`src/rtl/ex_ctrl_pkg.sv`:
```
// Shared types for the EX-stage pipeline controller: FSM states, operand
// forwarding select encodings and the ID-source match helper.
package ex_ctrl_pkg;

    typedef enum logic {
        RUN   = 1'b0,
        MULTI = 1'b1
    } state_t;

    localparam logic [1:0] FWD_REG = 2'b00;
    localparam logic [1:0] FWD_MEM = 2'b10;
    localparam logic [1:0] FWD_WB  = 2'b01;

    // True when a writer of register rd feeds either used ID source; x0 never matches.
    function automatic logic src_hit(
        input logic [4:0] rd,
        input logic [4:0] rs1,
        input logic       use_rs1,
        input logic [4:0] rs2,
        input logic       use_rs2
    );
        return (rd != 5'd0) && ((use_rs1 && (rs1 == rd)) || (use_rs2 && (rs2 == rd)));
    endfunction

endpackage

```
`src/rtl/ex_fwd_unit.sv`:
```
// ALU operand forwarding select: MEM result has priority over WB, x0 never forwards.
module ex_fwd_unit
    import ex_ctrl_pkg::*;
(
    input  logic [4:0] ex_rs1,
    input  logic [4:0] ex_rs2,
    input  logic       mem_reg_write,
    input  logic [4:0] mem_rd,
    input  logic       wb_reg_write,
    input  logic [4:0] wb_rd,
    output logic [1:0] fwd_a,
    output logic [1:0] fwd_b
);

    logic [4:0] rs  [2];
    logic [1:0] sel [2];

    assign rs[0] = ex_rs1;
    assign rs[1] = ex_rs2;

    generate
        for (genvar gi = 0; gi < 2; gi++) begin : g_operand
            always_comb begin
                sel[gi] = FWD_REG;
                if (rs[gi] != 5'd0) begin
                    if (mem_reg_write && (mem_rd == rs[gi])) begin
                        sel[gi] = FWD_MEM;
                    end else if (wb_reg_write && (wb_rd == rs[gi])) begin
                        sel[gi] = FWD_WB;
                    end
                end
            end
        end
    endgenerate

    assign fwd_a = sel[0];
    assign fwd_b = sel[1];

endmodule

```
`src/rtl/ex_pipe_ctrl.sv`:
```
// EX-stage pipeline controller: load-use/RAW stalls, branch flush, multi-cycle
// op hold and perf counters. Define EX_FWD_EN to enable operand forwarding.
module ex_pipe_ctrl
    import ex_ctrl_pkg::*;
#(
    parameter int MULTI_LAT = 4
) (
    input  logic        clk,
    input  logic        rst,
    input  logic [4:0]  id_rs1,
    input  logic [4:0]  id_rs2,
    input  logic        id_use_rs1,
    input  logic        id_use_rs2,
    input  logic        ex_valid,
    input  logic        ex_mem_read,
    input  logic        ex_reg_write,
    input  logic        ex_multi,
    input  logic [4:0]  ex_rd,
    input  logic [4:0]  ex_rs1,
    input  logic [4:0]  ex_rs2,
    input  logic        mem_reg_write,
    input  logic [4:0]  mem_rd,
    input  logic        wb_reg_write,
    input  logic [4:0]  wb_rd,
    input  logic        branch_taken,
    output logic        pc_stall,
    output logic        if_id_stall,
    output logic        id_ex_bubble,
    output logic        if_id_flush,
    output logic        ex_hold,
    output logic        ex_done,
    output logic [1:0]  fwd_a,
    output logic [1:0]  fwd_b,
    output logic [31:0] stall_cycles,
    output logic [31:0] flush_count
);

    localparam logic [3:0] CNT_LOAD = 4'(MULTI_LAT - 1);

    state_t      state_reg, state_next;
    logic [3:0]  cnt_reg, cnt_next;
    logic [31:0] stall_cnt_reg, flush_cnt_reg;
    logic        load_use;
    logic        raw_hazard;

    assign load_use = ex_valid && ex_mem_read &&
                      src_hit(ex_rd, id_rs1, id_use_rs1, id_rs2, id_use_rs2);

`ifdef EX_FWD_EN
    logic unused_inputs;
    assign unused_inputs = ex_reg_write;
    assign raw_hazard    = 1'b0;

    ex_fwd_unit u_fwd (
        .ex_rs1        (ex_rs1),
        .ex_rs2        (ex_rs2),
        .mem_reg_write (mem_reg_write),
        .mem_rd        (mem_rd),
        .wb_reg_write  (wb_reg_write),
        .wb_rd         (wb_rd),
        .fwd_a         (fwd_a),
        .fwd_b         (fwd_b)
    );
`else
    // No bypass paths: any in-flight writer of an ID source must drain first.
    // WB needs no check since the register file writes before it reads.
    logic unused_inputs;
    assign unused_inputs = ^{ex_rs1, ex_rs2, wb_reg_write, wb_rd};
    assign raw_hazard =
        (ex_reg_write  && src_hit(ex_rd,  id_rs1, id_use_rs1, id_rs2, id_use_rs2)) ||
        (mem_reg_write && src_hit(mem_rd, id_rs1, id_use_rs1, id_rs2, id_use_rs2));
    assign fwd_a = FWD_REG;
    assign fwd_b = FWD_REG;
`endif

    always_comb begin
        state_next   = state_reg;
        cnt_next     = cnt_reg;
        pc_stall     = 1'b0;
        if_id_stall  = 1'b0;
        id_ex_bubble = 1'b0;
        if_id_flush  = 1'b0;
        ex_hold      = 1'b0;
        ex_done      = 1'b0;
        case (state_reg)
            RUN: begin
                if (ex_valid && branch_taken) begin
                    if_id_flush  = 1'b1;
                    id_ex_bubble = 1'b1;
                end else if (load_use || raw_hazard) begin
                    pc_stall     = 1'b1;
                    if_id_stall  = 1'b1;
                    id_ex_bubble = 1'b1;
                end
                if (ex_valid && ex_multi) begin
                    state_next = MULTI;
                    cnt_next   = CNT_LOAD;
                end
            end
            MULTI: begin
                ex_hold     = 1'b1;
                pc_stall    = 1'b1;
                if_id_stall = 1'b1;
                if (cnt_reg == 4'd0) begin
                    ex_done    = 1'b1;
                    state_next = RUN;
                end else begin
                    cnt_next = cnt_reg - 4'd1;
                end
            end
            default: state_next = RUN;
        endcase
    end

    always_ff @(posedge clk) begin
        if (rst) begin
            state_reg     <= RUN;
            cnt_reg       <= 4'd0;
            stall_cnt_reg <= 32'd0;
            flush_cnt_reg <= 32'd0;
        end else begin
            state_reg <= state_next;
            cnt_reg   <= cnt_next;
            if (pc_stall) begin
                stall_cnt_reg <= stall_cnt_reg + 32'd1;
            end
            if (if_id_flush) begin
                flush_cnt_reg <= flush_cnt_reg + 32'd1;
            end
        end
    end

    assign stall_cycles = stall_cnt_reg;
    assign flush_count  = flush_cnt_reg;

endmodule
```
`config.mk`:
```
export PLATFORM = sky130hd
export DESIGN_NAME = ex_pipe_ctrl
export DESIGN_NICKNAME = d
export VERILOG_FILES = /design/src/rtl/ex_ctrl_pkg.sv /design/src/rtl/ex_fwd_unit.sv /design/src/rtl/ex_pipe_ctrl.sv
export SDC_FILE = /design/constraint.sdc
export NUM_CORES = 1
export LEC_CHECK = 0
export CAP_MARGIN = 20
export CORE_ASPECT_RATIO = 0.75
export CORE_MARGIN = 2
export CORE_UTILIZATION = 49
export DETAILED_ROUTE_END_ITERATION = 7
export PLACE_DENSITY_LB_ADDON = 0.1
export SYNTH_ARGS = -nofsm -noshare
export SYNTH_HDL_FRONTEND = slang
export SYNTH_HIERARCHICAL = 1
export SYNTH_SLANG_ARGS = --single-unit
```
`constraint.sdc`:
```
create_clock -name clk -period 5.42 [get_ports clk]
set_input_delay 0.813 -clock clk [delete_from_list [all_inputs] [get_ports clk]]
set_output_delay 0.813 -clock clk [all_outputs]
set_load 0.02 [all_outputs]
```
; ---- Word-level counts from Yosys, hierarchy flattened
; Cells that the tools add are included.
[word_totals]
reg_bits = 69
in_bits = 46
out_inout_bits = 74
word_cells = 50
[op_classes]
addsub = 3
n_eq_ne = 6
muxes = 16
bitwise_logic = 1
reduce_logical = 20
[op_table]
columns = operator, n
row1 = $add A32 B1 Y32 const B, 2
row2 = $eq A5 B5 Y1, 4
row3 = $logic_and A1 B1 Y1, 12
row4 = $mux W1, 11
row5 = $reduce_bool A5 Y1, 2
row6 = $mux W4, 2
row7 = $pmux W4 S2, 1
row8 = $logic_not A4 Y1, 1
row9 = $logic_or A1 B1 Y1, 4
row10 = $ne A2 B2 Y1 const B, 2
row11 = $pmux W1 S2, 2
row12 = $sub A4 B1 Y4 const B, 1
row13 = $reduce_and A2 Y1, 1
row14 = $not A1 Y1, 1

; ---- Longest topological paths before layout
[logic_depth]
word_depth = 10
mapped_depth = 9
depth_no_buf = 8

; ---- Least setup slack after synthesis
; No wires, ideal clock.
[synth_path]
path_kind = in2out
from = input mem_rd[1]
to = output pc_stall
arrival_time_ps = 2458
t_required_ps = 4607
path_slack_ps = 2149
cell_stages = 8
path_buffers = 3
path_cell_list = or4_1 o21ai_2 nor2_1 a221oi_4 buf_6 buf_6 inv_1 buf_4
[synth_between]
elab_chain_cells = 10
word_cells_on_any_way = 13
cone_classes = 2 x eq/ne / 3 x mux / 8 x reduce/logical
[synth_rtl]
columns = item, line_no
row1 = from (decl), ex_pipe_ctrl.sv:22  ; input logic [4:0] mem_rd,
row2 = $eq A5 B5 Y1, ex_ctrl_pkg.sv:22  ; return (rd != 5'd0) && ((use_rs1 && (rs1 == rd)) || (use_rs2 && (rs2 == rd)));
row3 = $logic_and A1 B1 Y1, ex_ctrl_pkg.sv:22
row4 = $logic_or A1 B1 Y1, ex_ctrl_pkg.sv:22
row5 = $logic_and A1 B1 Y1 (*), ex_ctrl_pkg.sv:22
row6 = $logic_and A1 B1 Y1 (*), ex_pipe_ctrl.sv:71  ; (mem_reg_write && src_hit(mem_rd, id_rs1, id_use_rs1, id_rs2, id_use_rs2));
row7 = $logic_or A1 B1 Y1 (*), ex_pipe_ctrl.sv:70  ; (ex_reg_write && src_hit(ex_rd, id_rs1, id_use_rs1, id_rs2, id_use_rs2)) ||
row8 = $logic_or A1 B1 Y1 (*), ex_pipe_ctrl.sv:90  ; end else if (load_use || raw_hazard) begin
row9 = $mux W1 (*) (2 in series), n/a
row10 = $pmux W1 S2 (*), n/a
row11 = to (decl), ex_pipe_ctrl.sv:26  ; output logic pc_stall,
; Mark *: on every way between the ends. The rest lies on a longest branch, timed or not.

; ---- Worst setup path after layout
[layout_path]
from = input mem_rd[1]
to = output pc_stall
[layout_between]
elab_chain_cells = 10
word_cells_on_any_way = 13
cone_classes = 2 x eq/ne / 3 x mux / 8 x reduce/logical
[layout_rtl]
columns = item, line_no
row1 = $eq A5 B5 Y1, ex_ctrl_pkg.sv:22
row2 = $logic_and A1 B1 Y1, ex_ctrl_pkg.sv:22
row3 = $logic_or A1 B1 Y1, ex_ctrl_pkg.sv:22
row4 = $logic_and A1 B1 Y1 (*), ex_ctrl_pkg.sv:22
row5 = $logic_and A1 B1 Y1 (*), ex_pipe_ctrl.sv:71
row6 = $logic_or A1 B1 Y1 (*), ex_pipe_ctrl.sv:70
row7 = $logic_or A1 B1 Y1 (*), ex_pipe_ctrl.sv:90
row8 = $mux W1 (*), ex_pipe_ctrl.sv:90
row9 = $mux W1 (*), ex_pipe_ctrl.sv:87  ; if (ex_valid && branch_taken) begin
row10 = $pmux W1 S2 (*), ex_pipe_ctrl.sv:85  ; case (state_reg)
; Marked as above.

==> results.md <==
Status:
- The flow ran to the end, and the final reports show no timing, DRC or antenna violations.

Pwr:
- Summed over all cells, the static leakage comes to around 1.5 nW.
- Of the total power, combinational logic draws 0.105.
- The share of total power dissipated in the clock network is 0.431.
- The worst voltage drop across the vdd grid is approximately 0.16 mV.
- The net switching power is ~0.27 mW.
- Dividing total power by cell area gives a power density of roughly 240 nW/µm².
- The internal power component is between 0.8 and 0.9 mW.
- The fraction of power spent switching nets is 0.242.
- The sequential fraction of design power is 0.464.

STA:
- The count of pins over their slew limit is 0.
- In the post-route analysis, the smallest setup slack over all paths is between 1.5 and 2 ns.
- For the final database, setup skew stands at 0.00865 ns.
- Based on the critical path, the design can be clocked at up to 0.263 GHz.
- The number of hold violations in the final report is 0.
- The number of failing setup endpoints in the final timing report is 0.
- Headroom to the max-slew limit came out at 0.528.
- Dividing the final minimum period by the clock period gives 0.700.
- Setup repair after global routing left no endpoint under its margin.
- The actual transition at the worst max-transition pin is 0.708 ns.
- The clock period minus worst slack is 3.80 ns.
- Summed over all failing endpoints, the final setup total negative slack is 0 ns.

Clock tree:
- TritonCTS built the clock tree.
- Buffers added to address setup during post-CTS repair amount to 0.
- The maximum number of buffers from clock root to sink is 2.
- The cell sitting at the root of the clock tree is a sky130_fd_sc_hd__clkbuf_8.
- The clock slew seen by the registers of the worst setup and hold paths is approximately 0.070 ns.
- The TritonCTS sink count is between 60 and 70.
- The quantity of hold-fixing buffers added after cts is 0.
- The number of cells upsized or downsized after cts is 0.
- The count of H-tree levels built during CTS is 3.
- In this run, CTS created clock tree buffers numbering 9.
- At the later pin of the worst-skew pair, clock insertion delay measures 0.34 ns.

Floorplanning:
- In this run the standard cell core region covers a little under 7000 µm².
- The number of I/O pins is 120.
- The vertical die dimension is 77.6 µm.
- The die is about 100 µm wide.
- The die footprint is ~7900 µm².
- The initialized floorplan defines 26 standard-cell rows.
- The initial standard-cell utilization of the core is 0.513.

Final layout:
- The number of antenna diodes in the final layout is 0.
- The utilization after layout is 0.691.
- The post-synthesis to final-layout area growth is 34.8%.
- The number of fillers in the final layout is between 500 and 600.
- The cell area after layout is about 4800 µm².
- The total number of nets in the final design is between 500 and 600.
- The fraction of final layout cells with drive strength greater than 1 is 0.0487.
- The non-filler instance count after layout is ~630.

Yosys:
- Dividing the synthesized area by the synthesized cell count gives approximately 8 µm².
- Of the total synthesized cell area, the portion taken by full adders, half adders and majority gates is 0.0106.
- The share of synthesized cell area in and, or, nand and nor gates is 0.291.
- During synthesis, Yosys emitted a total of 6 warnings.
- The most used flip-flop cell after synthesis is sky130_fd_sc_hd__dfxtp_1.
- The synthesized cell area is ~3500 µm².
- Of the post-synthesis cell area, the part taken by muxes is 0.00283.
- In the synthesized netlist the async set-or-reset flop fraction comes to 0.
- In this run, synthesis inferred 0 flip-flops with an integrated enable.
- The synthesized flop and latch total is 69.
- Ranked by total cell area, the synthesized netlist is headed by sky130_fd_sc_hd__dfxtp_1, sky130_fd_sc_hd__or3_1, sky130_fd_sc_hd__a21oi_1.
- The share of synthesized area in the top cell type comes to 0.391.
- Summed over all instances, the cell type with the most area after synthesis is sky130_fd_sc_hd__dfxtp_1.
- The share of synthesized area occupied by flip-flops and latches is 0.391.
- The synthesized-area fraction occupied by ao, oa, aoi and oai cells is 0.157.
- The netlist uses 37 different library cells.
- Of the total synthesized cell area, the portion taken by XOR and XNOR cells is 0.0966.
- By area, the combinational part of the netlist is dominated by simple AND/OR/NAND/NOR gates.
- The instance count of the mapped netlist is 440.

Routing:
- The total via count in the routed design is 3448.
- Using the TritonRoute via totals, the vias-per-cell ratio works out to approximately 5.5.
- The number of design-rule violations left by the first detailed-router iteration is 104.
- In this run the top signal layer used is met4.
- The number of optimization iterations in the first detailed-route pass is 4.
- Wire segments on met3 add up to approximately 460 µm in the final route.
- The detail route stage leaves a number of antenna-violating nets equal to 0.
- The met1 wire length is 4210 µm.
- For this run, design rule violations remaining after detail routing come to 0.
- Dividing the detail-routed wire length by the instance count gives 13.7 µm.
- The overall routed net length is between 8000 and 9000 µm.
- The total met2 wirelength after detailed routing is 3960 µm.

Place:
- The HPWL after detailed placement is ~6000 µm.
- The congestion estimate from routability-driven global placement came to about 0.8.
- The number of placed instances, taps included, is 616.
- During placement, the flow inserted port buffers numbering 99.
- Prior to clock tree synthesis, the placed netlist has a worst setup slack of ~1.6 ns.
- The cell area after placement is roughly 4500 µm².

Global routing:
- For this run the aggregate overflow at the end of global routing stands at 0.
- The global routing usage summed across all routing layers is 0.227.
- The via count of the first global-routing pass is 3146.
- The first-pass GRT wire length is ~15000 µm.
- The initial antenna violation count is 0.
- Entering global routing, the biggest net connects between 60 and 70 pins.

Setup path:
- STA classifies the critical path endpoint as a primary output.
- The signal arrival time at the worst endpoint is 2.98 ns.
- The sort of element at the start of the critical path is a primary input.
- The critical path start-end classification is primary input to primary output.
- The data required time of the worst path is approximately 4.6 ns.
- The critical-path maximum fanout is 3.

Run:
- Max-cap violations in this run came to 0.

Hold path:
- The path class of the tightest hold or removal check is flip-flop to flip-flop.
cell usage in the layout (no fill, tap or decap), types with 13 or more instances in the layout:
cell / count
sky130_fd_sc_hd__clkdlybuf4s50_1: 98
sky130_fd_sc_hd__dfxtp_1: 69
sky130_fd_sc_hd__a21oi_1: 50
sky130_fd_sc_hd__or3_1: 42
sky130_fd_sc_hd__o21ai_0: 41
sky130_fd_sc_hd__nand2_1: 35
sky130_fd_sc_hd__nor2_1: 29
sky130_fd_sc_hd__xnor2_1: 26
sky130_fd_sc_hd__nand3_1: 23
sky130_fd_sc_hd__nand4_1: 18
sky130_fd_sc_hd__and3_1: 13
sky130_fd_sc_hd__xor2_1: 13
metrics by stage:
| step | total power [mW] | hold WS, ns |
|---|---|---|
| CTS | 1.13 | 0.492 |
| finish | 1.12 | 0.488 |
| floorplan | 0.605 | 0.481 |
| detailed placement | 0.650 | 0.480 |
| global route | 1.17 | 0.507 |
| global placement | 0.647 | 0.463 |
power by group through the flow:
stage	combinational, mW	clock [mW]	sequential (mW)
floorplan	0.0713	0	0.534
global placement	0.115	0	0.532
detailed placement	0.117	0	0.533
CTS	0.118	0.494	0.521
global route	0.130	0.517	0.522
finish	0.118	0.484	0.521
cells in the mapped netlist (3+ instances only):
library cell and count:
sky130_fd_sc_hd__ha_1 3, sky130_fd_sc_hd__dfxtp_1 69, sky130_fd_sc_hd__nor3_1 6, sky130_fd_sc_hd__and2_1 4
sky130_fd_sc_hd__xnor2_1 26, sky130_fd_sc_hd__nand2_1 35, sky130_fd_sc_hd__nor2_1 29, sky130_fd_sc_hd__buf_4 5
sky130_fd_sc_hd__clkbuf_1 14, sky130_fd_sc_hd__a21oi_1 50, sky130_fd_sc_hd__nand4_1 18, sky130_fd_sc_hd__nand3_1 23
sky130_fd_sc_hd__and4_1 7, sky130_fd_sc_hd__xor2_1 13, sky130_fd_sc_hd__inv_1 10, sky130_fd_sc_hd__o21ai_0 41
sky130_fd_sc_hd__or3_1 42, sky130_fd_sc_hd__and3_1 13, sky130_fd_sc_hd__buf_2 4, sky130_fd_sc_hd__or4_1 5
sky130_fd_sc_hd__o31ai_1 4
critical path, stage by stage:
cell and delay [ns]:
sky130_fd_sc_hd__clkdlybuf4s50_1 0.46, sky130_fd_sc_hd__or4_1 0.56, sky130_fd_sc_hd__o21ai_2 0.16, sky130_fd_sc_hd__nor2_1 0.08, sky130_fd_sc_hd__a221oi_4 0.24, sky130_fd_sc_hd__inv_1 0.09
sky130_fd_sc_hd__clkdlybuf4s50_1 0.57
area by class of cell:
cell class              count  area, µm²  share of cell area
flip-flops and latches     69       1380               0.290
well taps                  98        123              0.0257
multi-input cells         337       1990               0.417
clock inverters             5       82.6              0.0173
repair buffers            101       1000               0.210
inverters                  11       41.3             0.00866
clock buffers              11        151              0.0318
layer usage:
| metal | GRT usage | vias to the layer above |
|---|---|---|
| met5 | 0 | - |
| met4 | 0.0560 | 0 |
| met3 | 0.0712 | 6 |
| met2 | 0.347 | 82 |
| met1 | 0.313 | 1613 |
| li1 | - | 1747 |
path summary, 6_finish.rpt:
path | start | to | slack (ns) | cells past startpoint
setup / recovery | mem_rd[1] | pc_stall | 1.62 | 7
hold / removal | stall_cycles[31] | stall_cycles[31] | 0.49 | 2
setup reg to reg | stall_cycles[3] | stall_cycles[28] | 3.08 | 5
hold reg to reg | stall_cycles[31] | stall_cycles[31] | 0.49 | 2
logic make-up (layout without fill, tap and decap cells):
logic type / after synthesis / in the layout
multiplexers: 1 / 1
AND/OR/NAND/NOR: 188 / 188
buffers and inverters: 37 / 128
AO/OA/AOI/OAI: 102 / 102
XOR/XNOR: 39 / 39
flip-flops: 69 / 69
other: 1 / 4
adder cells (fa/ha/maj): 3 / 3
No activity file was read; power rests on OpenSTA's default activity.
==> RTL edit: new RTL, same flow settings <==
Build with the macro `EX_FWD_EN` defined.
--- a/src/rtl/ex_pipe_ctrl.sv
+++ b/src/rtl/ex_pipe_ctrl.sv
@@ -1,4 +1,6 @@
 // EX-stage pipeline controller: load-use/RAW stalls, branch flush, multi-cycle
 // op hold and perf counters. Define EX_FWD_EN to enable operand forwarding.
+`define EX_FWD_EN
+
 module ex_pipe_ctrl
     import ex_ctrl_pkg::*;
Formal check against the unedited RTL: not equivalent (Yosys sat finds a counterexample within 4 cycles, from zero or initial values and one cycle with rst high).
==> RTL edit against the original RTL <==
  * Sequential cell count unchanged
  * Design area is 8.4% higher
  * Critical path type unchanged
  * Power up 1.2%
  * Routed wire length rose by 4.1%
  * Area after synthesis up 5.3%
  * First-iteration DRC count rose by 27%
  * Maximum frequency fell by 10%
  * Worst setup slack got worse by 0.43 ns
==> RTL edit: results (changes against the original RTL) <==
| Quantity | Reported | Unit | vs unedited |
|:---|:---|:---|:---|
| Status | complete, no violations | - | unchanged |
| Commonest cells in the synthesized netlist | 69 x sky130_fd_sc_hd__dfxtp_1, 50 x sky130_fd_sc_hd__nor2_1, 38 x sky130_fd_sc_hd__xnor2_1, 35 x sky130_fd_sc_hd__a21oi_1, 29 x sky130_fd_sc_hd__nand2_1 | - | was 69 x sky130_fd_sc_hd__dfxtp_1, 50 x sky130_fd_sc_hd__a21oi_1, 42 x sky130_fd_sc_hd__or3_1, 41 x sky130_fd_sc_hd__o21ai_0, 35 x sky130_fd_sc_hd__nand2_1 |
| Maximum number of pins on one net before global-route repair | 70 | - | was 69 |
| Routability congestion estimate | 0.835 | - | was 0.821 |
| Wirelength, routed | 9040 | um | was 8680 um |
| Placed Cells incl. Taps | 644 | - | was 616 |
| Number of buffers added on ports | 118 | - | was 99 |
| CTS H-Tree Depth | 3 | - | unchanged |
| Slowest library cell on the worst path | sky130_fd_sc_hd__a31oi_2 | - | was sky130_fd_sc_hd__clkdlybuf4s50_1 |
| Hold slack final | 0.498 | ns | was 0.488 ns |
| Max Fanout on Critical Path | 15 | - | was 3 |
| Data arrival time of the critical path | 3.41 | ns | was 2.98 ns |
| Detailed Place HPWL | 6600 | um | was 6000 um |
| Post-synthesis average cell area | 8.38 | sq um | was 8.03 sq um |
| Sequential area share after synthesis | 0.371 | - | was 0.391 |
| Worst reg2reg startpoint | state_reg | - | was stall_cycles[3] |
| Worst path max stage delay | 0.63 | ns | was 0.57 ns |
| EDFF count, synth | 0 | - | unchanged |
| Worst slack after detailed placement | 1.22 | ns | was 1.62 ns |
| Layout Skew | 0.0135 | ns | was 0.00865 ns |
| Count of vias placed by the detailed router | 3578 | - | was 3448 |
| Largest cells by area after synthesis | sky130_fd_sc_hd__dfxtp_1 37%, sky130_fd_sc_hd__xnor2_1 8.9%, sky130_fd_sc_hd__xor2_1 5.2% | - | was sky130_fd_sc_hd__dfxtp_1 39%, sky130_fd_sc_hd__or3_1 7.4%, sky130_fd_sc_hd__a21oi_1 7.1% |
| Share of layout cells above drive strength 1 | 0.0661 | - | was 0.0487 |
| Total Nets Final | 604 | - | was 578 |
| Vias in the first global route | 3350 | - | was 3146 |
| Placed standard-cell area | 4920 | sq um | was 4530 sq um |
| Slew at the pin closest to its max-slew limit | 0.913 | ns | was 0.708 ns |
| First-pass GRT wire length | 15400 | um | was 14600 um |
| Vias/cell | 5.41 | - | was 5.46 |
| Number of cells on the worst reg-to-reg path | 6 | - | was 5 |
| Number of distinct library cell variants in the gate-level netlist after synthesis | 46 | - | was 37 |
| DRT iter0 DRCs | 132 | - | was 104 |
| Setup slack of the worst register-to-register path | 3.05 | ns | was 3.08 ns |
| VDD IR max | 118 | uV | was 163 uV |
| Overall global routing resource usage | 0.225 | - | was 0.227 |
| Endpoint of the worst register-to-register path | stall_cycles[31] | - | was stall_cycles[28] |
| Leakage power | 1.75 | nW | was 1.55 nW |
RTL edit: cell count changes in the layout (fill, tap and decap cells not counted), sizes merged, moves of 5 or more:
cell,unedited run,this run
or3,42,27
clkdlybuf4s50,98,117
nor2,29,50
a21oi,50,36
inv,11,16
o21ai,43,27
xnor2,26,38
xor2,13,22
and3,13,8
nand2,35,30
RTL edit: routing by layer:
metal | vias to the layer above | global-route usage | routed length (um)
li1 | 1799 | - | -
met1 | 1673 | 0.283 | 4140
met2 | 97 | 0.373 | 4250
met3 | 9 | 0.0727 | 539
met4 | 0 | 0.0613 | 105
met5 | - | 0 | 0
RTL edit: kinds of logic after synthesis:
family / share of synthesized area
AND/OR/NAND/NOR: 0.313
AO/OA/AOI/OAI: 0.114
flip-flops: 0.371
XOR/XNOR: 0.141
buffers and inverters: 0.0444
adder cells (fa/ha/maj): 0.0101
multiplexers: 0.00672
RTL edit: worst max-delay path by stage:
stage	startpoint	to	slack, ns
after detailed placement	ex_rd[0]	pc_stall	1.22
after global placement	ex_rd[0]	if_id_stall	1.24
final	ex_rd[0]	pc_stall	1.20
after global routing	ex_rd[0]	pc_stall	1.07
after floorplan	ex_rd[0]	pc_stall	2.36
after CTS	ex_rd[0]	pc_stall	1.21
RTL edit: worst min-delay path, stage by stage, from the launching register on:
cell	delay, ns
sky130_fd_sc_hd__dfxtp_1	0.33
sky130_fd_sc_hd__o21ai_0	0.07
sky130_fd_sc_hd__a21oi_1	0.06
RTL edit: power by group:
part | internal (mW) | switching (mW)
Clock | 0.266 | 0.218
Sequential | 0.513 | 0.00730
Combinational | 0.0671 | 0.0654
RTL edit: cell type report:
type	instances	area [sq um]
multi-input cells	341	2180
clock inverters	7	104
inverters	13	48.8
clock buffers	9	124
repair buffers	121	1210
well taps	101	126
fillers	633	2200
flip-flops and latches	69	1380
